File: config.mk
export PLATFORM = sky130hd
export DESIGN_NAME = uart_rx_frame
export DESIGN_NICKNAME = d
export VERILOG_FILES = /design/src/rtl/uart_rx_frame.sv
export SDC_FILE = /design/constraint.sdc
export NUM_CORES = 1
export LEC_CHECK = 0
export ABC_AREA = 1
export ABC_CLOCK_PERIOD_IN_PS = 1400
export CAP_MARGIN = 0
export CORE_UTILIZATION = 25
export CTS_CLUSTER_SIZE = 30
export DETAILED_ROUTE_END_ITERATION = 6
export DONT_BUFFER_PORTS = 1
export GPL_TIMING_DRIVEN = 0
export PLACE_DENSITY = 0.44
export SLEW_MARGIN = 20
export SYNTH_ARGS = -nofsm -noshare
export SYNTH_HDL_FRONTEND = slang
export SYNTH_SLANG_ARGS = --single-unit
File: constraint.sdc
create_clock -name clock -period 1.4 [get_ports clock]
set_input_delay 0.28 -clock clock [delete_from_list [all_inputs] [get_ports clock]]
set_output_delay 0.28 -clock clock [all_outputs]
set_load 0.02 [all_outputs]
File: src/rtl/uart_rx_frame.sv
// uart_rx_frame: UART receive framer with oversampled bit-centre sampling, optional odd/even
// parity and stop-bit checking. Each completed frame yields a byte, a one-clock valid and flags.
module uart_rx_frame #(
    parameter int OVERSAMPLE = 16,
    parameter int DATA_BITS  = 8
) (
    input  logic                 clock,
    input  logic                 reset_n,
    input  logic                 baud_tick,
    input  logic                 rx_in,
    input  logic [1:0]           parity_type,
    output logic [DATA_BITS-1:0] data_out,
    output logic                 data_valid,
    output logic                 parity_error,
    output logic                 stop_error,
    output logic                 busy
);

    localparam int TICK_W = $clog2(OVERSAMPLE);
    localparam int BIT_W  = $clog2(DATA_BITS) + 1;

    localparam logic [TICK_W-1:0] TICK_ZERO  = TICK_W'(0);
    localparam logic [TICK_W-1:0] TICK_ONE   = TICK_W'(1);
    localparam logic [TICK_W-1:0] TICK_LAST  = TICK_W'(OVERSAMPLE - 1);
    localparam logic [TICK_W-1:0] TICK_HALF  = TICK_W'(OVERSAMPLE / 2 - 1);
    localparam logic [BIT_W-1:0]  BIT_ZERO   = BIT_W'(0);
    localparam logic [BIT_W-1:0]  BIT_ONE    = BIT_W'(1);
    localparam logic [BIT_W-1:0]  BIT_LAST   = BIT_W'(DATA_BITS - 1);

    typedef enum logic [2:0] {
        ST_IDLE   = 3'd0,
        ST_START  = 3'd1,
        ST_DATA   = 3'd2,
        ST_PARITY = 3'd3,
        ST_STOP   = 3'd4
    } state_t;

    // Returns 1 when the received parity bit disagrees with the selected parity mode.
    function automatic logic f_parity_err(
        input logic [DATA_BITS-1:0] data,
        input logic                 pbit,
        input logic [1:0]           ptype
    );
        logic ones_odd;
        ones_odd = (^data) ^ pbit;
        case (ptype)
            2'b01:   f_parity_err = ~ones_odd;
            2'b10:   f_parity_err = ones_odd;
            default: f_parity_err = 1'b0;
        endcase
    endfunction

    function automatic logic f_parity_en(input logic [1:0] ptype);
        f_parity_en = (ptype == 2'b01) || (ptype == 2'b10);
    endfunction

    state_t                 r_state;
    state_t                 w_state_nxt;
    logic                   r_sync1;
    logic                   r_sync2;
    logic                   w_rx_s;
    logic                   r_armed;
    logic                   w_armed_nxt;
    logic [TICK_W-1:0]      r_tick_cnt;
    logic [TICK_W-1:0]      w_tick_nxt;
    logic [BIT_W-1:0]       r_bit_cnt;
    logic [BIT_W-1:0]       w_bit_nxt;
    logic [DATA_BITS-1:0]   r_shift;
    logic [DATA_BITS-1:0]   w_shift_nxt;
    logic [1:0]             r_ptype;
    logic [1:0]             w_ptype_nxt;
    logic                   r_perr_pend;
    logic                   w_perr_nxt;
    logic                   w_frame_done;
    logic                   w_stop_bad;

    logic [DATA_BITS-1:0]   r_data_out;
    logic                   r_data_valid;
    logic                   r_parity_error;
    logic                   r_stop_error;
    logic                   r_busy;

    assign w_rx_s       = r_sync2;
    assign data_out     = r_data_out;
    assign data_valid   = r_data_valid;
    assign parity_error = r_parity_error;
    assign stop_error   = r_stop_error;
    assign busy         = r_busy;

    // Two-flop synchronizer for the asynchronous serial line; idles high.
    always_ff @(posedge clock or negedge reset_n) begin
        if (!reset_n) begin
            r_sync1 <= 1'b1;
            r_sync2 <= 1'b1;
        end else begin
            r_sync1 <= rx_in;
            r_sync2 <= r_sync1;
        end
    end

    // FSM state register.
    always_ff @(posedge clock or negedge reset_n) begin
        if (!reset_n) begin
            r_state <= ST_IDLE;
        end else begin
            r_state <= w_state_nxt;
        end
    end

    // Next-state and datapath updates; everything advances only on baud_tick.
    always_comb begin
        w_state_nxt  = r_state;
        w_armed_nxt  = r_armed;
        w_tick_nxt   = r_tick_cnt;
        w_bit_nxt    = r_bit_cnt;
        w_shift_nxt  = r_shift;
        w_ptype_nxt  = r_ptype;
        w_perr_nxt   = r_perr_pend;
        w_frame_done = 1'b0;
        w_stop_bad   = 1'b0;
        if (baud_tick) begin
            case (r_state)
                ST_IDLE: begin
                    if (!r_armed) begin
                        w_armed_nxt = w_rx_s;
                    end else if (!w_rx_s) begin
                        // The detecting tick is tick 0 of the start bit.
                        w_state_nxt = ST_START;
                        w_armed_nxt = 1'b0;
                        w_tick_nxt  = TICK_ZERO;
                        w_ptype_nxt = parity_type;
                        w_perr_nxt  = 1'b0;
                    end else begin
                        w_armed_nxt = 1'b1;
                    end
                end
                ST_START: begin
                    if (r_tick_cnt == TICK_HALF) begin
                        w_tick_nxt = TICK_ZERO;
                        w_bit_nxt  = BIT_ZERO;
                        if (w_rx_s) begin
                            w_state_nxt = ST_IDLE;
                        end else begin
                            w_state_nxt = ST_DATA;
                        end
                    end else begin
                        w_tick_nxt = r_tick_cnt + TICK_ONE;
                    end
                end
                ST_DATA: begin
                    if (r_tick_cnt == TICK_LAST) begin
                        w_tick_nxt  = TICK_ZERO;
                        w_shift_nxt = {w_rx_s, r_shift[DATA_BITS-1:1]};
                        if (r_bit_cnt == BIT_LAST) begin
                            w_bit_nxt = BIT_ZERO;
                            if (f_parity_en(r_ptype)) begin
                                w_state_nxt = ST_PARITY;
                            end else begin
                                w_state_nxt = ST_STOP;
                            end
                        end else begin
                            w_bit_nxt = r_bit_cnt + BIT_ONE;
                        end
                    end else begin
                        w_tick_nxt = r_tick_cnt + TICK_ONE;
                    end
                end
                ST_PARITY: begin
                    if (r_tick_cnt == TICK_LAST) begin
                        w_tick_nxt  = TICK_ZERO;
                        w_perr_nxt  = f_parity_err(r_shift, w_rx_s, r_ptype);
                        w_state_nxt = ST_STOP;
                    end else begin
                        w_tick_nxt = r_tick_cnt + TICK_ONE;
                    end
                end
                ST_STOP: begin
                    if (r_tick_cnt == TICK_LAST) begin
                        // Re-arming needs a high sample, so a held break yields a single frame.
                        w_tick_nxt   = TICK_ZERO;
                        w_frame_done = 1'b1;
                        w_stop_bad   = ~w_rx_s;
                        w_armed_nxt  = 1'b0;
                        w_state_nxt  = ST_IDLE;
                    end else begin
                        w_tick_nxt = r_tick_cnt + TICK_ONE;
                    end
                end
                default: begin
                    w_state_nxt = ST_IDLE;
                    w_armed_nxt = 1'b0;
                    w_tick_nxt  = TICK_ZERO;
                end
            endcase
        end else begin
            w_state_nxt = r_state;
        end
    end

    // Datapath registers: counters, shift register, latched parity mode and pending parity flag.
    always_ff @(posedge clock or negedge reset_n) begin
        if (!reset_n) begin
            r_armed     <= 1'b0;
            r_tick_cnt  <= TICK_ZERO;
            r_bit_cnt   <= BIT_ZERO;
            r_shift     <= {DATA_BITS{1'b0}};
            r_ptype     <= 2'b00;
            r_perr_pend <= 1'b0;
        end else begin
            r_armed     <= w_armed_nxt;
            r_tick_cnt  <= w_tick_nxt;
            r_bit_cnt   <= w_bit_nxt;
            r_shift     <= w_shift_nxt;
            r_ptype     <= w_ptype_nxt;
            r_perr_pend <= w_perr_nxt;
        end
    end

    // Output registers: byte and flags update only on frame completion; valid is a single clock.
    always_ff @(posedge clock or negedge reset_n) begin
        if (!reset_n) begin
            r_data_out     <= {DATA_BITS{1'b0}};
            r_data_valid   <= 1'b0;
            r_parity_error <= 1'b0;
            r_stop_error   <= 1'b0;
            r_busy         <= 1'b0;
        end else begin
            r_busy <= (w_state_nxt != ST_IDLE);
            if (w_frame_done) begin
                r_data_out     <= r_shift;
                r_data_valid   <= 1'b1;
                r_parity_error <= r_perr_pend;
                r_stop_error   <= w_stop_bad;
            end else begin
                r_data_valid <= 1'b0;
            end
        end
    end

endmodule

==> flow_metrics.tcl <==
set metrics [dict create \
    die_w_um 89.0 \
    worst_slew_pin_slew_ns 0.295 \
    vias 1487 \
    n_antenna_cell 0 \
    worst_hold_slack_ns 0.111 \
    status "complete, but fails checks" \
    drc 0 \
    synth.distinct_cells 26 \
    cp_max_fo 5 \
    die_y_um 89.0 \
    fin_util 0.333 \
    nNetsFinal 255 \
    start_kind "register" \
    layout_setup_ws_ns -0.0517 \
    period_needed_ns 1.45 \
    hp-class "input pin to register" \
    leakage_nw 1.11 \
    place.gp.congestion 0.792 \
    seq_area_um2 931 \
    dieArea_um2 7910 \
    first_pass_iters 4 \
    syn_nets 239 \
    setup_viol 5 \
    row_count 31 \
    vias_per_cell 4.31 \
    clockRootBuffer "clkbuf_8" \
    crit_type "register to register" \
    tritoncts "done" \
    yosys_warnings 0 \
    avgSynthCellArea_um2 8.26 \
    grt_pass1_vias 1387 \
    dpl_cell_area_um2 2010 \
    final_max_slew_viol_count 0 \
    hold_violations 0 \
    grt_max_degree 38 \
    rsz0062_at_grt "yes" \
    cts-buffers-inserted 5 \
    vdd_drop_max_v 0.000423 \
    clk_pin_slew_ns 0.08 \
    fin_crit_sh 1.04 \
    wirelength_um 4100 \
    clock-sinks 37 \
    antenna_found_initial 0 \
    drive_above_1_share 0.325 \
    nFillCells 794 \
    multi_input_area_um2 962 \
    slew_headroom 0.803 \
    initial_core_util 0.259 \
    clockBufferDepth 2 \
    cp_data_required_time_ns 1.57 \
    p_total_mw 3.18 \
    crit_arrival_ns 1.62 \
    cp-end-kind "register" \
    synth_cells 229 \
    ant_nets 0 \
    max_freq_mhz 689 \
    synth_edf_count 0 \
    area_delta_synth_final_pct 28.3 \
    insertion_delay_ns 0.29 \
    overflow 0 \
    track_usage 0.110 \
    core_area_um2 7290 \
    failed_checks "setup timing" \
    ios 18 \
    drt_iter0_drc 74 \
    ys.flop_type "dfrtp_1" \
    pre_cts_ws_ns -0.192 \
    grt_pass1_wl_um 6600 \
    ys_ff_latch 37 \
    powerDensity_nw_per_um2 1310 \
    postSynth.asyncResetShare 1.00 \
    postLayoutCellArea_um2 2420 \
    htreeDepth 2 \
    hpwlAfterDp_um 2770 \
    skew_ns 0.00727 \
    drv_cap 0 \
    synth-seq-area-share 0.491 \
    synth_area_um2 1890 \
    wl_per_cell_um 11.9 \
    placement.io_buffers 0 \
]
[cell families (layout without fill, tap and decap cells)]
group	Yosys count	after routing	share of synthesized area
AOI/OAI and AO/OA	40	40	0.116
xor gates and xnor gates	3	3	0.0139
adders and majority gates	4	4	0.0265
buffers and inverters	37	54	0.0834
DFF	37	37	0.491
and+or+nand+nor	108	108	0.269
[cell usage in the layout, fill, tap and decap left out, drive strengths merged, types with 4 or more instances in the layout]
cell	n
dfrtp	35
nand3	17
ha	4
a21oi	10
buf	10
o21ai	29
inv	31
nand2	69
nand4	5
clkbuf	7
nor2	16
[cell usage after synthesis, types with 4 or more instances]
library cell	number	area, um2
ha_1	4	50.1
dfrtp_1	35	876
nand2_1	64	240
nor2_4	4	45.0
inv_1	27	101
nand3_1	16	80.1
nand4_1	5	31.3
o21ai_0	23	115
nor2_1	10	37.5
a21oi_1	8	40.0
nand2_2	4	25.0
inv_2	5	18.8
[stage by stage]
| step | cells | TNS (ns) |
|---|---|---|
| 4_1_cts | 339 | -0.134 |
| 5_1_grt | 345 | -1.44 |
| 3_3_place_gp | 328 | -1.85 |
| 2_1_floorplan | 229 | 0 |
| 6_report | 345 | -0.0981 |
| 3_5_place_dp | 328 | -1.98 |
[power breakdown]
| part | internal, mW | total [mW] | switching [mW] |
|---|---|---|---|
| registers | 1.21 | 1.34 | 0.137 |
| clock network | 0.535 | 0.945 | 0.410 |
| logic | 0.318 | 0.894 | 0.576 |
| total | 2.06 | 3.18 | 1.12 |
[cell type report]
type,instances,area share
repair buffers,9,0.0454
well taps,99,0.0511
flip-flops and latches,37,0.384
clock inverters,2,0.0160
clock buffers,6,0.0299
plain buffers,4,0.0217
multi-input cells,155,0.397
inverters,33,0.0552
[registers in the layout, summed over array words and instances (netlist names), 2 cells and up]
signal,flops
data_out,8
r_shift,8
r_tick_cnt,4
r_state,3
r_ptype,2
r_bit_cnt,4
[what timing repair did]
action	CTS	global route
setup buffers	0	4
hold endpoints to repair	38	0
gates resized for setup	19	55
pin swaps	5	7
cloned	0	2
hold buffers	3	0
endpoints found under the setup margin	31	34
[worst paths after layout]
path / from / endpoint / slack [ns] / cells after the start
worst min-delay path: parity_type[0] / r_ptype[0]$_DFFE_PN0P_ / 0.11 / 2
max in group asynchronous: reset_n / r_sync1$_DFF_PN1_ / 0.70 / 2
worst max register to register: r_tick_cnt[1]$_DFFE_PN0P_ / busy$_DFF_PN0_ / -0.05 / 8
min in group asynchronous: reset_n / data_valid$_DFF_PN0_ / 0.44 / 2
worst min register to register: r_sync1$_DFF_PN1_ / r_sync2$_DFF_PN1_ / 0.36 / 0
worst max-delay path: r_tick_cnt[1]$_DFFE_PN0P_ / busy$_DFF_PN0_ / -0.05 / 8
[critical path, stage by stage (launching register included)]
cell	delay, ns
dfrtp_1	0.41
ha_4	0.18
nand3_4	0.14
nor2_4	0.13
nand2_1	0.06
nand2_1	0.08
nand3_2	0.08
a21oi_2	0.18
nand3_1	0.09
[metal layers]
metal,GRT usage,part of all wire,vias to the layer above
met5,0,0,-
met4,0.0433,0.019,0
met3,0.0295,0.034,7
met2,0.173,0.47,19
met1,0.145,0.48,692
li1,-,-,769
(Power assumes the default switching activity.)
